[src/rtl/riscv_defines.sv]
// Shared RV32M definitions: word width, M-extension funct3 codes and the
// sequencer state encoding used by the multiply/divide unit.
package riscv_defines;

    localparam int WORD_WIDTH   = 32;
    localparam int MDU_OP_WIDTH = 3;
    localparam int MDU_CNT_W    = $clog2(WORD_WIDTH) + 1;

    localparam logic [MDU_OP_WIDTH-1:0] MDU_MUL    = 3'b000;
    localparam logic [MDU_OP_WIDTH-1:0] MDU_MULH   = 3'b001;
    localparam logic [MDU_OP_WIDTH-1:0] MDU_MULHSU = 3'b010;
    localparam logic [MDU_OP_WIDTH-1:0] MDU_MULHU  = 3'b011;
    localparam logic [MDU_OP_WIDTH-1:0] MDU_DIV    = 3'b100;
    localparam logic [MDU_OP_WIDTH-1:0] MDU_DIVU   = 3'b101;
    localparam logic [MDU_OP_WIDTH-1:0] MDU_REM    = 3'b110;
    localparam logic [MDU_OP_WIDTH-1:0] MDU_REMU   = 3'b111;

    typedef enum logic [2:0] {
        IDLE,
        PREP,
        CALC,
        FIXUP,
        DONE
    } mdu_state_t;

endpackage

[src/rtl/mdu_iter_dp.sv]
// Iterative multiply/divide datapath: magnitude load, one shift-add or
// restoring shift-subtract per step, sign fixup and result register.
module mdu_iter_dp
    import riscv_defines::*;
(
    input  logic                    clk,
    input  logic                    rst_n,
    input  logic                    load_i,
    input  logic                    step_i,
    input  logic                    fixup_i,
    input  logic                    spec_i,
    input  logic [WORD_WIDTH-1:0]   spec_res_i,
    input  logic [MDU_OP_WIDTH-1:0] op_i,
    input  logic [WORD_WIDTH-1:0]   a_i,
    input  logic [WORD_WIDTH-1:0]   b_i,
    output logic [WORD_WIDTH-1:0]   result_o
);

    localparam int W = WORD_WIDTH;

    logic [2*W-1:0] acc_q, acc_d;
    logic [W-1:0]   bm_q, bm_d;
    logic           neg_q, neg_d;
    logic [W-1:0]   result_q, result_d;

    logic           a_sgn, b_sgn, sa, sb;
    logic [W-1:0]   mag_a, mag_b;
    logic [W:0]     mul_sum, rem_sh, diff;
    logic           ge;
    logic [2*W-1:0] prod_fix;
    logic [W-1:0]   quo_fix, rem_fix, sel;

    always_comb begin
        a_sgn = (op_i == MDU_MULH) || (op_i == MDU_MULHSU)
             || (op_i == MDU_DIV)  || (op_i == MDU_REM);
        b_sgn = (op_i == MDU_MULH) || (op_i == MDU_DIV) || (op_i == MDU_REM);
        sa    = a_sgn & a_i[W-1];
        sb    = b_sgn & b_i[W-1];
        mag_a = sa ? -a_i : a_i;
        mag_b = sb ? -b_i : b_i;

        // Multiply keeps the multiplier in the low half and shifts it out.
        mul_sum = {1'b0, acc_q[2*W-1:W]} + (acc_q[0] ? {1'b0, bm_q} : '0);
        rem_sh  = acc_q[2*W-1:W-1];
        diff    = rem_sh - {1'b0, bm_q};
        ge      = ~diff[W];

        prod_fix = neg_q ? -acc_q : acc_q;
        quo_fix  = neg_q ? -acc_q[W-1:0] : acc_q[W-1:0];
        rem_fix  = neg_q ? -acc_q[2*W-1:W] : acc_q[2*W-1:W];

        unique case (op_i)
            MDU_MUL:                        sel = prod_fix[W-1:0];
            MDU_MULH, MDU_MULHSU, MDU_MULHU: sel = prod_fix[2*W-1:W];
            MDU_DIV, MDU_DIVU:              sel = quo_fix;
            default:                        sel = rem_fix;
        endcase

        acc_d    = acc_q;
        bm_d     = bm_q;
        neg_d    = neg_q;
        result_d = result_q;

        if (load_i) begin
            acc_d = {{W{1'b0}}, mag_a};
            bm_d  = mag_b;
            neg_d = (op_i == MDU_REM) ? sa : (sa ^ sb);
        end else if (step_i) begin
            if (op_i[2])
                acc_d = {ge ? diff[W-1:0] : rem_sh[W-1:0], acc_q[W-2:0], ge};
            else
                acc_d = {mul_sum, acc_q[W-1:1]};
        end

        if (spec_i)
            result_d = spec_res_i;
        else if (fixup_i)
            result_d = sel;
    end

    always_ff @(posedge clk) begin
        if (!rst_n) begin
            acc_q    <= '0;
            bm_q     <= '0;
            neg_q    <= 1'b0;
            result_q <= '0;
        end else begin
            acc_q    <= acc_d;
            bm_q     <= bm_d;
            neg_q    <= neg_d;
            result_q <= result_d;
        end
    end

    assign result_o = result_q;

endmodule

[src/rtl/mdu_seq.sv]
// RV32M multi-cycle sequencer: request/response handshake, iteration
// counter, single-cycle division special cases and pipeline stall.
module mdu_seq
    import riscv_defines::*;
(
    input  logic                    clk,
    input  logic                    rst_n,
    input  logic                    req_valid_i,
    output logic                    req_ready_o,
    input  logic [MDU_OP_WIDTH-1:0] operator_i,
    input  logic [WORD_WIDTH-1:0]   operand_a_i,
    input  logic [WORD_WIDTH-1:0]   operand_b_i,
    input  logic                    flush_i,
    output logic                    resp_valid_o,
    input  logic                    resp_ready_i,
    output logic [WORD_WIDTH-1:0]   result_o,
    output logic                    stall_o
);

    localparam int W = WORD_WIDTH;

    mdu_state_t               state_q, state_d;
    logic [MDU_CNT_W-1:0]     cnt_q, cnt_d;
    logic [MDU_OP_WIDTH-1:0]  op_q, op_d;
    logic [W-1:0]             a_q, a_d, b_q, b_d;

    logic         accept, is_div, div_zero, div_ovf, special;
    logic [W-1:0] spec_res;
    logic         load, step, fixup;

    always_comb begin
        accept   = req_valid_i & req_ready_o & ~flush_i;
        is_div   = operator_i[2];
        div_zero = is_div && (operand_b_i == '0);
        div_ovf  = is_div && !operator_i[0]
                && (operand_a_i == {1'b1, {(W-1){1'b0}}})
                && (operand_b_i == {W{1'b1}});
        special  = div_zero | div_ovf;

        // Quotient specials live at funct3[1]=0, remainder specials at 1.
        if (div_zero)
            spec_res = operator_i[1] ? operand_a_i : {W{1'b1}};
        else
            spec_res = operator_i[1] ? '0 : {1'b1, {(W-1){1'b0}}};
    end

    always_comb begin
        state_d = state_q;
        cnt_d   = cnt_q;
        op_d    = op_q;
        a_d     = a_q;
        b_d     = b_q;

        if (flush_i) begin
            state_d = IDLE;
            cnt_d   = '0;
        end else begin
            unique case (state_q)
                IDLE: begin
                    if (accept) begin
                        op_d    = operator_i;
                        a_d     = operand_a_i;
                        b_d     = operand_b_i;
                        state_d = special ? DONE : PREP;
                    end
                end
                PREP: begin
                    cnt_d   = MDU_CNT_W'(W);
                    state_d = CALC;
                end
                CALC: begin
                    cnt_d = cnt_q - MDU_CNT_W'(1);
                    if (cnt_q == MDU_CNT_W'(1))
                        state_d = FIXUP;
                end
                FIXUP: state_d = DONE;
                DONE: begin
                    if (resp_ready_i)
                        state_d = IDLE;
                end
                default: state_d = IDLE;
            endcase
        end
    end

    always_ff @(posedge clk) begin
        if (!rst_n) begin
            state_q <= IDLE;
            cnt_q   <= '0;
            op_q    <= '0;
            a_q     <= '0;
            b_q     <= '0;
        end else begin
            state_q <= state_d;
            cnt_q   <= cnt_d;
            op_q    <= op_d;
            a_q     <= a_d;
            b_q     <= b_d;
        end
    end

    assign load  = (state_q == PREP)  & ~flush_i;
    assign step  = (state_q == CALC)  & ~flush_i;
    assign fixup = (state_q == FIXUP) & ~flush_i;

    mdu_iter_dp u_dp (
        .clk        (clk),
        .rst_n      (rst_n),
        .load_i     (load),
        .step_i     (step),
        .fixup_i    (fixup),
        .spec_i     (accept & special),
        .spec_res_i (spec_res),
        .op_i       (op_q),
        .a_i        (a_q),
        .b_i        (b_q),
        .result_o   (result_o)
    );

    assign req_ready_o  = (state_q == IDLE);
    assign resp_valid_o = (state_q == DONE);
    assign stall_o      = ((state_q != IDLE) | req_valid_i)
                        & ~(resp_valid_o & resp_ready_i);

endmodule

[config.mk]
export PLATFORM = sky130hd
export DESIGN_NAME = mdu_seq
export DESIGN_NICKNAME = d
export VERILOG_FILES = /design/src/rtl/riscv_defines.sv /design/src/rtl/mdu_iter_dp.sv /design/src/rtl/mdu_seq.sv
export SDC_FILE = /design/constraint.sdc
export NUM_CORES = 1
export LEC_CHECK = 0
export ABC_AREA = 0
export CAP_MARGIN = 30
export CELL_PAD_IN_SITES_DETAIL_PLACEMENT = 0
export CELL_PAD_IN_SITES_GLOBAL_PLACEMENT = 1
export CORE_UTILIZATION = 25
export CTS_BUF_LIST = sky130_fd_sc_hd__clkbuf_4
export DETAILED_ROUTE_END_ITERATION = 8
export PLACE_DENSITY = 0.61
export SKIP_CTS_REPAIR_TIMING = 1
export SYNTH_ARGS = -nofsm -noshare
export SYNTH_HDL_FRONTEND = slang
export SYNTH_SLANG_ARGS = --single-unit
[constraint.sdc]
create_clock -name clk -period 3 [get_ports clk]
set_input_delay 0.6 -clock clk [delete_from_list [all_inputs] [get_ports clk]]
set_output_delay 0.6 -clock clk [all_outputs]
set_load 0.005 [all_outputs]
-- After elaboration in Yosys (flattened, before gate mapping)
Index checks and enable logic that the tools add are counted.
W data, S select, Z words.
- flip-flop bits (word level): 205
- latch bits: 0
- bits in writable memories: 0
- memory bits (read-only): 0
- input port bits: 72
- output and inout bits: 35
- logic and storage cells: 97
- memories: 0
- add/subtract/negate cells: 8
- multiply operators: 0
- divide/modulo/power cells: 0
- magnitude comparators: 0
- equal/unequal tests: 16
- shift operators: 0
- muxes and demuxes: 23
- bitwise gates (word level): 17
- reduce and logical (&&, ||, !) cells: 23
- operators by type and width (cell ; number):
    $mux W32 ; 13
    $mux W64 ; 2
    $neg A32 Y32 ; 4
    $pmux W32 S3 ; 1
    $eq A32 B32 Y1 const B ; 2
    $neg A64 Y64 ; 1
    $add A32 B32 Y33 ; 1
    $sub A33 B32 Y33 ; 1
    $logic_not A32 Y1 ; 1
    $pmux W3 S5 ; 1
    $eq A3 B2 Y1 const B ; 4
    $eq A3 B3 Y1 const B ; 4
    $mux W3 ; 4
    $pmux W6 S2 ; 1
    $and A1 B1 Y1 ; 10
    $eq A3 B1 Y1 const B ; 2
    $eq A6 B1 Y1 const B ; 1
    $logic_not A3 Y1 ; 2
    $reduce_and A3 Y1 ; 2
    $reduce_bool A2 Y1 ; 3
    $reduce_or A2 Y1 ; 3
    $sub A6 B1 Y6 const B ; 1
    $logic_or A1 B1 Y1 ; 5
    $logic_and A1 B1 Y1 ; 4
    other kinds (9) ; 14

-- Depth between registers and ports, before layout
- depth after elaboration: 8
- depth in mapped cells: 14
- gate-level depth less buffers: 12

-- Hierarchy
From an unflattened synthesis, not the netlist that was laid out.
- cell total of the unflattened synthesis: 2255
- area, all modules: 16538.4 um^2
- modules (own cells, without submodules) (module ; instances ; cells an instance ; area each (um^2) ; seq. area each (um^2)):
    mdu_iter_dp ; 1 ; 1783 ; 12993.7 ; 2582.5
    mdu_seq ; 1 ; 472 ; 3544.6 ; 1521.5

-- Worst setup path before layout
No wires, ideal clock.
- path kind: reg-to-reg
- from: register u_dp.acc_q[0]
- to: register u_dp.acc_q[63]
- library setup time: 115 ps
- data arrival time: 2958 ps
- required time: 2885 ps
- slack: -74 ps
- stages on the path, launching flop included: 15
- buffers on the path: 2
- period minus slack after synthesis: 3074 ps
- cell sequence: dfxtp_1 > inv_1 > buf_1 > nor2_1 > ha_1 > a21oi_1 > a2bb2oi_1 > a2111oi_0 > or3_1 > clkbuf_1 > a21o_1 > a21oi_1 > o21ai_0 > a211o_1 > and3_1
- longest elaborated chain between the ends: 3
- RTL lines (item ; line ; text):
    from (decl) ; mdu_iter_dp.sv:21 ; logic [2*W-1:0] acc_q, acc_d;
    from (signal assigned) ; mdu_iter_dp.sv:83 ; acc_q <= '0;
    from (signal assigned) ; mdu_iter_dp.sv:88 ; acc_q <= acc_d;
    $mux W32 ; mdu_iter_dp.sv:43 ; mul_sum = {1'b0, acc_q[2*W-1:W]} + (acc_q[0] ? {1'b0, bm_q} : '0);
    $add A32 B32 Y33 ; mdu_iter_dp.sv:43 ;
    $mux W64 ; mdu_iter_dp.sv:69 ; if (op_i[2])
No other way between the ends.
A chain may end at the register's enable or synchronous reset.

-- Worst setup path after layout
- from: register u_dp.bm_q[21]
- to: register u_dp.acc_q[36]
- longest elaborated chain between the ends: 3
- RTL lines (item ; line ; text):
    from (decl) ; mdu_iter_dp.sv:22 ; logic [W-1:0] bm_q, bm_d;
    from (signal assigned) ; mdu_iter_dp.sv:89 ; bm_q <= bm_d;
    $sub A33 B32 Y33 ; mdu_iter_dp.sv:45 ; diff = rem_sh - {1'b0, bm_q};
    $mux W32 ; mdu_iter_dp.sv:70 ; acc_d = {ge ? diff[W-1:0] : rem_sh[W-1:0], acc_q[W-2:0], ge};
    $mux W64 ; mdu_iter_dp.sv:69 ;
No other way between the ends.

==> run metrics <==
Synth area leader dfxtp_1; sequential area share after synthesis 25.6%; Yosys reg bits 205; CTS tree done; outcome finished, violations left; Worst Skew 0.126 ns; Die Span Y 255 um; GRT Total Usage 21.7%; RSZ-0062 raised after global routing yes; Synth top area share 25.6%; Pwr Total 8.24 mW; port bufs 106; CP Class reg -> reg; Die ar. 65,200 um2; DR iter-0 viols 1,292; CP dominant cell by count buf_12; crit path cell chain inv_2 -> ha_1 -> a21o_1 -> a311o_1 -> a22oi_1 -> o221ai_2 -> a31oi_2 -> xnor2_2 -> buf_12 -> buf_12 -> buf_12 -> mux2_4 -> o21ai_2 -> a21oi_2; wire per inst 20.5 um; Power per Cell Area 360 nW/um2; Die X 255 um; metal2 WL 32,500 um; routed metal-1 wirelength 33,500 um; area delta synth->final 42.6%; DRC Markers 0; ys async rst share 0%; vias in the first global route 18,306; leakage power 9.73 nW; CP max-delay cell a311o_1; Mapped Area 16,100 um2; critical path launch point u_dp.bm_q[21]; Area contributors post-synth dfxtp_1 (26%), nand2_1 (7.5%), a21oi_1 (6.8%); Worst path max stage delay 0.38 ns; share of the clock period used by the worst path after layout 103%; Post-synth EDFFs 0; fin nets 2,817; DR vias 18,855; Critical Path Sink Type register; CP required 3.76 ns; Worst Tran Pin Value 0.739 ns; Finished Layout Cells 3,576; Fmax 325 MHz; fin worst setup slack -0.0765 ns; Max Slew Vio Count 0; Synth cell types 84; dpl hpwl 57,000 um; CTS Buf Count 69; Congestion Overflow GR 0; syn avg cell area 7.34 um2; first-pass GRT wire length 111,000 um; min Tclk post-route 3.08 ns; placed insts 3,432; CP max FO 6; r2r startpoint u_dp.bm_q[21]; DRT antenna net count 0; Total Wirelength 73,300 um; slew margin rel. 50.8%; antenna violations before repair 4; CTS sink cnt 205; Initial Utilization 25.4%; # rows 92; # H-tree levels 3; final setup violation count 12; Pre-antenna DRT Iters 5; Worst-Skew Late Latency 0.87 ns; failing checks setup timing; syn_nets 2,332; Hold Fails Final Rpt 0; Synth Flop Type dfxtp_1; most common cell after layout, fill and taps aside buf_4; WL met3 4820 um; Post-Syn Instances 2,188; GPL Wtd Cong 0.944; arrival time worst endpoint 3.83 ns; Worst Hold Class in -> reg; Setup crit start kind register; top layer in use met5; Clock Path Buffers 3; via density per instance 5.27; fraction of layout cells with a size suffix above 1 27.2%; largest net degree at the start of global routing 69; VDD IR max 0.000265 V; Synth warnings 0; core area 63,300 um2; Root Buffer clkbuf_4; Top Ports 107; hold_sp rst_n; clock-pin slew on the worst setup and hold paths 0.06 ns; most frequent cells in the layout buf_4 (426), nand2_1 (315), a21oi_1 (205), dfxtp_1 (192), nor2_1 (150); Max Cap Violations 0
-- layer usage --
layer  global-route usage, %  vias to the layer above
li1                        -                     8996
met1                    29.5                     9063
met2                    33.9                      643
met3                    3.89                      151
met4                    8.20                        2
met5                       0                        -
-- layout make-up --
class,instances,area (um2)
diodes,3,7.51
clock buffers,94,706
clock inverters,31,188
fillers,6769,40400
inverters,67,254
multi-input cells,1766,11800
flip-flops and latches,205,4130
well taps,846,1060
repair buffers,563,4780
repair inverters,1,7.51
-- path summary, 6_finish.rpt --
| check | to | slack (ns) | cells past startpoint |
|---|---|---|---|
| max | u_dp.acc_q[36] | -0.08 | 14 |
| min | u_dp.bm_q[10] | 0.35 | 3 |
| max reg2reg | u_dp.acc_q[36] | -0.08 | 14 |
| min reg2reg | u_dp.result_o[18] | 0.48 | 2 |
-- sequential cells by signal, indices dropped and copies added (netlist names) --
register / count
u_dp.result_o: 32
u_dp.bm_q: 32
state_q: 3
op_q: 3
u_dp.neg_q: 1
b_q: 32
cnt_q: 6
a_q: 32
u_dp.acc_q: 64
-- metrics by stage --
stage,setup TNS [ns],cell area (um2),setup WS [ns],hold slack (ns),util (%)
final,-0.412,22900,-0.0765,0.355,36.2
after global routing,-3.58,22900,-0.195,0.329,36.2
after CTS,-8.79,22000,-0.446,0.297,34.8
after detailed placement,-25.02,21100,-0.710,0.466,33.3
after global placement,-22.88,21100,-0.631,0.457,33.3
after floorplan,0,16100,0.0265,0.437,-
-- logic make-up (layout without fill, tap and decap cells) --
kind of cell,after synthesis,count (layout),synth area share (%)
AOI/OAI and AO/OA,711,711,28.3
buffers and inverters,217,756,5.22
DFF,205,205,25.6
muxes,61,61,4.07
xor gates and xnor gates,165,165,9.00
and+or+nand+nor,757,757,22.1
other,0,3,0
adders and majority gates,72,72,5.70
-- synth_stat cells, types with 7 or more instances --
cell / number
nand2_1: 319
a21oi_1: 218
dfxtp_1: 205
o21ai_0: 159
nor2_1: 157
clkbuf_1: 130
xor2_1: 86
xnor2_1: 79
ha_1: 70
inv_1: 66
nand3_1: 50
nor3_1: 46
o221ai_1: 40
mux2_2: 33
a31oi_1: 32
nor4_1: 30
o31ai_1: 30
or3_1: 29
a21o_1: 28
mux2i_1: 27
o211a_1: 26
nand4_1: 22
a211oi_1: 21
nand2b_1: 20
or4_1: 18
o22ai_1: 17
o41ai_1: 16
and2_1: 15
o21a_1: 15
buf_1: 13
o211ai_1: 13
o21ai_1: 12
a221oi_1: 11
or2_2: 9
a211o_1: 8
nor2b_1: 8
a2111oi_0: 7
a22oi_1: 7
-- worst max-delay path: cells and delay by family, from the launching register on --
kind | cells | cell delay, ns
buffers and inverters | 4 | 0.47
flip-flops | 1 | 0.34
multiplexers | 1 | 0.30
AO/OA/AOI/OAI | 7 | 1.44
adder cells (fa/ha/maj) | 1 | 0.32
XOR/XNOR | 1 | 0.18
-- power breakdown --
part / total [mW] / leakage (nW) / internal (mW) / switching [mW]
Combinational: 2.21 / 7.53 / 1.03 / 1.18
Clock: 3.16 / 0.530 / 1.64 / 1.52
Sequential: 2.87 / 1.67 / 2.79 / 0.0799
Total: 8.24 / 9.73 / 5.46 / 2.78
Power figures use the tool's default switching activity.
